File: config.mk
export PLATFORM = sky130hd
export DESIGN_NAME = dmem_port_arbiter
export DESIGN_NICKNAME = d
export VERILOG_FILES = /design/src/rtl/dmem_port_arbiter.sv
export SDC_FILE = /design/constraint.sdc
export NUM_CORES = 1
export LEC_CHECK = 0
export CAP_MARGIN = 40
export CORE_AREA = 2 2 118 120
export DETAILED_ROUTE_END_ITERATION = 7
export DIE_AREA = 0 0 120 122
export PLACE_DENSITY_LB_ADDON = 0.12
export SYNTH_ARGS = -nofsm -noshare
export SYNTH_HDL_FRONTEND = slang
export SYNTH_SLANG_ARGS = --single-unit
File: constraint.sdc
create_clock -name mem_clk -period 3.2 [get_ports mem_clk]
set_clock_uncertainty 0.2 [all_clocks]
set_input_delay 0.96 -clock mem_clk [delete_from_list [all_inputs] [get_ports mem_clk]]
set_output_delay 0.96 -clock mem_clk [all_outputs]
set_load 0.05 [all_outputs]
File: src/rtl/dmem_port_arbiter.sv
// Data-memory port arbiter: CPU has fixed priority, and DMA gets a forced grant after MAX_WAIT cycles of contention.
// Reads return RD_LAT cycles after the grant. DMA accesses to the I/O window are suppressed and flagged on dma_err.
module dmem_port_arbiter #(
  parameter int MAX_WAIT = 4,
  parameter int RD_LAT   = 1
) (
  input  logic        mem_clk,
  input  logic        clrn,
  input  logic        cpu_req,
  input  logic        cpu_we,
  input  logic [31:0] cpu_addr,
  input  logic [31:0] cpu_wdata,
  output logic        cpu_stall,
  output logic        cpu_gnt,
  output logic [31:0] cpu_rdata,
  output logic        cpu_rvalid,
  input  logic        dma_req,
  input  logic        dma_we,
  input  logic [31:0] dma_addr,
  input  logic [31:0] dma_wdata,
  output logic        dma_gnt,
  output logic [31:0] dma_rdata,
  output logic        dma_rvalid,
  output logic        dma_err,
  output logic [31:0] m_addr,
  output logic [31:0] m_datain,
  output logic        m_we,
  input  logic [31:0] m_rdata
);

  typedef struct packed {
    logic vld;
    logic dma;
  } rd_tag_t;

  localparam logic [7:0] MaxWait = 8'(MAX_WAIT);

  logic [7:0]  wait_q, wait_d;
  logic        force_gnt;
  logic        dma_io;
  logic        dma_err_q, dma_err_d;
  rd_tag_t     tag_d;
  rd_tag_t     tag_q [RD_LAT];
  rd_tag_t     tag_out;
  logic [31:0] cpu_rdata_q, dma_rdata_q;

  assign dma_io    = (dma_addr[31:8] == 24'hffffff);
  assign force_gnt = dma_req & (wait_q == MaxWait);
  assign dma_gnt   = dma_req & (~cpu_req | force_gnt);
  assign cpu_gnt   = cpu_req & ~dma_gnt;
  assign cpu_stall = cpu_req & ~cpu_gnt;

  // A suppressed I/O-window DMA access still owns the slot but never writes.
  always_comb begin
    m_addr   = '0;
    m_datain = '0;
    m_we     = 1'b0;
    if (cpu_gnt) begin
      m_addr   = cpu_addr;
      m_datain = cpu_wdata;
      m_we     = cpu_we;
    end else if (dma_gnt) begin
      m_addr   = dma_addr;
      m_datain = dma_wdata;
      m_we     = dma_we & ~dma_io;
    end
  end

  always_comb begin
    wait_d = wait_q;
    if (~dma_req | dma_gnt) begin
      wait_d = '0;
    end else if (wait_q != MaxWait) begin
      wait_d = wait_q + 8'd1;
    end
  end

  always_comb begin
    tag_d.vld = (cpu_gnt & ~cpu_we) | (dma_gnt & ~dma_we & ~dma_io);
    tag_d.dma = dma_gnt;
  end

  assign dma_err_d = dma_gnt & dma_io;
  assign tag_out   = tag_q[RD_LAT-1];

  // Return data is live from memory on the valid cycle and held afterwards.
  assign cpu_rvalid = tag_out.vld & ~tag_out.dma;
  assign dma_rvalid = tag_out.vld & tag_out.dma;
  assign cpu_rdata  = cpu_rvalid ? m_rdata : cpu_rdata_q;
  assign dma_rdata  = dma_rvalid ? m_rdata : dma_rdata_q;
  assign dma_err    = dma_err_q;

  always_ff @(posedge mem_clk or negedge clrn) begin
    if (!clrn) begin
      wait_q      <= '0;
      dma_err_q   <= 1'b0;
      cpu_rdata_q <= '0;
      dma_rdata_q <= '0;
      for (int i = 0; i < RD_LAT; i++) begin
        tag_q[i] <= '0;
      end
    end else begin
      wait_q    <= wait_d;
      dma_err_q <= dma_err_d;
      tag_q[0]  <= tag_d;
      for (int i = 1; i < RD_LAT; i++) begin
        tag_q[i] <= tag_q[i-1];
      end
      if (cpu_rvalid) begin
        cpu_rdata_q <= m_rdata;
      end
      if (dma_rvalid) begin
        dma_rdata_q <= m_rdata;
      end
    end
  end

endmodule

==> results.tsv, run 1 <==
metric	value	unit
number of antenna violations at the first check in global routing	0	
final setup margin	-0.0728	ns
PnR Total Power	4.98	mW
f_max	0.306	GHz
worst hold start	dma_rdata_q[30]	
Setup crit end kind	primary output	
Critical Path Source Type	primary input	
DR vias/cell	4.81	
Max VDD drop	0.000305	V
Netlist cell types	23	
Syn Inst Count	277	
syn nets	445	
Slew Viols, Final	0	
status	finished, violations left	
Critical Path RT	2.04	ns
Core Area	13500	sq um
final wirelength	17200	um
antenna viol nets, final	0	
total gr overflow	0	
Crit Path Class	primary input to primary output	
Die Span X	120	um
nets	798	
power per cell area	522	nW/um^2
Overall Global Routing Usage	20.9	%
area grow syn2layout	164	%
Starting Density	26.8	%
Clock Root Buffer	clkbuf_16	
# hold bufs at CTS	0	
Rows	43	
Die H	122	um
worst hold path type	flip-flop to flip-flop	
IO Port Bufs	300	
worst skew pair latency	0.33	ns
DIE AREA	14600	sq um
routability cong.	0.979	
Least-Margin Pin Slew	0.542	ns
complex-gate fraction of the synthesized area	16.6	%
antenna cell count	0	
DP HPWL	12300	um
mux cell area share after synthesis	19.9	%
vias in the first global route	4221	
final core utilization	70.7	%
Synth Area in Simple Gates	5.28	%
period utilization	102	%
max-cap violation count	0	
asr flop ratio synth	100	%
clock transition at the registers of the reported paths	0.05	ns
min cycle time layout	3.27	ns
violated checks	negative setup slack	
layout cell share with drive strength beyond 1	57.8	%
Leakage	4.23	nW
main combinational cell family by area after synthesis	multiplexers	
number of synthesized flops with an enable pin	0	
Arr. time, crit path	2.11	ns
global-route wire length before repair	23200	um
flops & latches, synth	75	
Via Count	3917	
Crit Path Max Fanout	5	
largest net degree at the start of global routing	47	
Adder-Cell Fraction of Synth Area	0.691	%
Hold WS	0.333	ns
TritonCTS clock tree	done	
TNS Setup	-3.13	ns
yosys warns	0	
worst r2r src	wait_q[5]	
Avg Synthesized Cell Area	13.1	sq um
CTS buffer count	9	
Final Hold Vio Count	0	
clock sink total	75	
setup violators final	64	
DR pass1 iterations	4	
Crit. Startpoint	dma_req	
CTS max path bufs	2	
RSZ-0062 raised after global routing	yes	
post-synthesis sequential area ratio	51.8	%
Synth Area in XOR/XNOR	1.45	%
Cell Area, Synth	3620	sq um
drt wl/cell	21.1	um
num ports	301	
H-tree depth	3	
DRC	0	
Slew HR	63.8	%
DRT iter0 DRCs	152	
Top FF cell, synth	dfrtp_1	
==> synthesized netlist by cell type (2+ instances only) <==
library cell / n / area share [%]
buf_6: 6 / 1.9
mux2_2: 64 / 20
clkbuf_1: 7 / 0.73
a22o_1: 66 / 16
ha_1: 2 / 0.69
xor2_1: 5 / 1.2
dfrtp_1: 75 / 52
nor2b_1: 2 / 0.35
and3_1: 4 / 0.69
buf_1: 3 / 0.31
inv_1: 5 / 0.52
nand2_1: 4 / 0.41
nor2_1: 11 / 1.1
buf_2: 5 / 0.69
nand3_1: 5 / 0.69
nand4_1: 6 / 1.0
==> critical path, cell delays in order <==
cell	delay [ns]
buf_2	0.13
buf_4	0.14
o21ai_4	0.07
buf_4	0.17
inv_8	0.05
buf_6	0.13
a22o_2	0.29
buf_12	0.15
==> layout make-up <==
class,instances,area [sq um]
repair buffers,362,4970
flip-flops and latches,75,1880
fillers,911,3960
well taps,180,225
clock buffers,10,239
clock inverters,6,63.8
repair inverters,1,11.3
inverters,6,30.0
multi-input cells,175,2140
==> layer usage <==
layer	track usage, %	vias up	routed length [um]
li1	-	1766	-
met3	7.72	38	1270
met2	36.8	196	9180
met5	0	-	0
met1	22.7	1917	6020
met4	8.53	0	733
==> final timing paths <==
check                                        to  cells after the start  slack, ns
min in group asynchronous       cpu_rdata_q[20]                      1       0.37
worst min-delay path            dma_rdata_q[30]                      1       0.33
worst min register to register  dma_rdata_q[30]                      1       0.33
worst max-delay path               m_datain[26]                      8      -0.07
max in group asynchronous             wait_q[5]                      2       1.86
worst max register to register       tag_out[1]                      7       1.27
==> registers in the layout (all words and copies together) (netlist names) <==
signal,count
tag_out,2
wait_q,8
dma_err,1
cpu_rdata_q,32
dma_rdata_q,32
==> kinds of logic after synthesis <==
logic type | after synthesis
compound gates | 68
xor+xnor | 6
fa+ha+maj | 2
buf+inv | 27
flops | 75
mux | 64
simple gates | 35
==> where the power goes <==
part / switching, mW / internal, mW
sequential: 0.0411 / 1.12
combinational: 1.42 / 1.39
clock: 0.386 / 0.624
total: 1.85 / 3.14
==> placed cells by master, fill, tap and decap left out, drive strengths merged, types with 3 or more instances in the layout <==
cell type and count:
a22o 66, and3 4, buf 191, clkbuf 31, clkdlybuf4s50 140, clkinv 3
dfrtp 75, dlygate4sd2 7, inv 7, mux2 64, nand2 4, nand3 5
nand4 6, nor2 11, xor2 5
==> repair_timing <==
action,CTS,global route
setup buffers,15,8
resized for setup,41,103
setup endpoints to repair,68,68
pin swaps,9,47
gates cloned,1,12
==> metrics by stage <==
step	area, sq um	cells	worst slack (ns)
2_1_floorplan	3700	277	0.0664
3_3_place_gp	8390	763	-0.392
3_5_place_dp	8420	764	-0.393
4_1_cts	8900	796	-0.0880
5_1_grt	9550	815	-0.126
6_report	9550	815	-0.0728
No activity file was read; power rests on OpenSTA's default activity.
==> run 2: changes to the inputs <==
- CTS_BUF_LIST: not set -> sky130_fd_sc_hd__clkbuf_8
==> results.tsv, run 2 (synthesis results as in run 1) <==
metric	value	unit	change
Die H	122	um	unchanged
met1 usage	22.6	%	was 22.7%
CTS buffer count	9		unchanged
sw frac	38.4	%	was 37.0%
Layout fillers	995		was 911
status	finished, violations left		unchanged
min cycle time layout	3.28	ns	was 3.27 ns
met3 usage	6.32	%	was 7.72%
Critical Path RT	2.04	ns	about the same
DRC	0		unchanged
most frequent cells in the layout	140 x clkdlybuf4s50_1, 137 x buf_12, 74 x dfrtp_1		was 140 x clkdlybuf4s50_1, 136 x buf_12, 74 x dfrtp_1
final setup margin	-0.0801	ns	was -0.0728 ns
Final Hold Vio Count	0		unchanged
Internal Pwr Total	2.84	mW	was 3.14 mW
total gr overflow	0		unchanged
H-tree depth	3		unchanged
sequential share of power	25.2	%	was 23.3%
drt wl/cell	19.5	um	was 21.1 um
Rows	43		unchanged
Crit Path Class	primary input to primary output		unchanged
R2R setup slack	1.29	ns	was 1.27 ns
Slew Viols, Final	0		unchanged
number of antenna violations at the first check in global routing	0		unchanged
TNS Setup	-2.86	ns	was -3.13 ns
Clk pwr share	15.9	%	was 20.3%
max-cap violation count	0		unchanged
Crit Path Max Fanout	23		was 5
Hold WS	0.337	ns	was 0.333 ns
Critical Path Source Type	primary input		unchanged
period utilization	103	%	was 102%
PnR Total Power	4.61	mW	was 4.98 mW
worst hold path type	flip-flop to flip-flop		unchanged
antenna cell count	0		unchanged
vias in the first global route	4190		was 4221
Die Span X	120	um	unchanged
global-route wire length before repair	23000	um	was 23200 um
worst skew pair latency	0.34	ns	was 0.33 ns
Least-Margin Pin Slew	0.540	ns	was 0.542 ns
Leakage	3.97	nW	was 4.23 nW
Clock Root Buffer	clkbuf_8		was clkbuf_16
DR pass1 iterations	4		unchanged
power per cell area	516	nW/um^2	was 522 nW/um^2
DR vias/cell	4.75		was 4.81
DRT iter0 DRCs	165		was 152
Overall Global Routing Usage	20.7	%	was 20.9%
Top Registers	cpu_rdata_q x32, dma_rdata_q x32, wait_q x8		unchanged
# hold bufs at CTS	0		unchanged
nets	784		was 798
clock sink total	75		unchanged
Starting Density	26.8	%	unchanged
part of the power in combinational logic	59.0	%	was 56.4%
layout cell share with drive strength beyond 1	55.4	%	was 57.8%
Slew HR	63.9	%	was 63.8%
sw power	1.77	mW	was 1.85 mW
CTS max path bufs	2		unchanged
Core Area	13500	sq um	unchanged
DIE AREA	14600	sq um	unchanged
Via Count	3806		was 3917
RSZ-0062 raised after global routing	yes		unchanged
IO Port Bufs	300		unchanged
setup violators final	65		was 64
area grow syn2layout	147	%	was 164%
final wirelength	15600	um	was 17200 um
TritonCTS clock tree	done		unchanged
met2 Usage GRT	36.6	%	was 36.8%
violated checks	negative setup slack		unchanged
DP HPWL	12300	um	unchanged
f_max	0.305	GHz	was 0.306 GHz
Setup crit end kind	primary output		unchanged
Max VDD drop	0.000224	V	was 0.000305 V
most common cell after layout, fill and taps aside	clkdlybuf4s50_1		unchanged
routability cong.	0.979		unchanged
largest net degree at the start of global routing	47		unchanged
antenna viol nets, final	0		unchanged
Top Usage Layer GRT	met2		unchanged
clock transition at the registers of the reported paths	0.07	ns	was 0.05 ns
Arr. time, crit path	2.12	ns	was 2.11 ns
final core utilization	66.2	%	was 70.7%
num ports	301		unchanged
## run 2: changes by cell type in the layout (fill, tap and decap cells not counted), sizes merged
cell           delta
clkinv            -1
dlygate4sd2       -1
clkbuf            -8
clkdlybuf4s15     +2
dlymetal6s2s      +4
buf              -10
## run 2: power groups by stage
stage | clock network, mW | logic [mW] | registers [mW]
2_1_floorplan | 0 | 1.24 | 1.17
3_3_place_gp | 0 | 2.67 | 1.17
3_5_place_dp | 0 | 2.70 | 1.18
4_1_cts | 0.760 | 2.72 | 1.16
5_1_grt | 0.799 | 2.81 | 1.18
6_report | 0.732 | 2.72 | 1.16
## run 2: metal layers
layer | vias up | wire [um]
met5 | - | 0
met4 | 0 | 626
met2 | 186 | 8340
met1 | 1856 | 5460
li1 | 1726 | -
met3 | 38 | 1180
## run 2: cell type report
class / instances / area (sq um) / share of cell area, %
flip-flops and latches: 75 / 1880 / 21.0
inverters: 6 / 25.0 / 0.280
clock inverters: 6 / 63.8 / 0.714
multi-input cells: 175 / 1840 / 20.6
clock buffers: 10 / 138 / 1.54
well taps: 180 / 225 / 2.52
repair buffers: 349 / 4770 / 53.4
## run 2: what timing repair did
item / CTS / global route
pin swaps: 9 / 10
gates cloned: 1 / 2
buffers inserted: 15 / 4
endpoints found under the setup margin: 68 / 68
resized for setup: 35 / 48
hold endpoints to repair: 0 / 0
## run 2: metrics by stage
stage / worst slack (ns) / instances / instance area [sq um]
final: -0.0801 / 801 / 8940
after global routing: -0.138 / 801 / 8940
after CTS: -0.121 / 796 / 8800
after detailed placement: -0.393 / 764 / 8420
after global placement: -0.392 / 763 / 8390
after floorplan: 0.0664 / 277 / 3700
## run 2: path summary, 6_finish.rpt
kind / from / end / cells after the start
max: cpu_req / m_datain[7] / 7
min in group asynchronous: clrn / cpu_rdata_q[20] / 1
max in group asynchronous: clrn / wait_q[5] / 2
min reg2reg: dma_rdata_q[30] / dma_rdata_q[30] / 1
min: dma_rdata_q[30] / dma_rdata_q[30] / 1
max reg2reg: wait_q[5] / tag_out[1] / 7
## run 2: critical path: stages
cell and delay, ns:
clkdlybuf4s15_1 0.18, inv_2 0.07, a41oi_4 0.23, buf_12 0.17, buf_12 0.17, a22o_2 0.19, buf_12 0.14
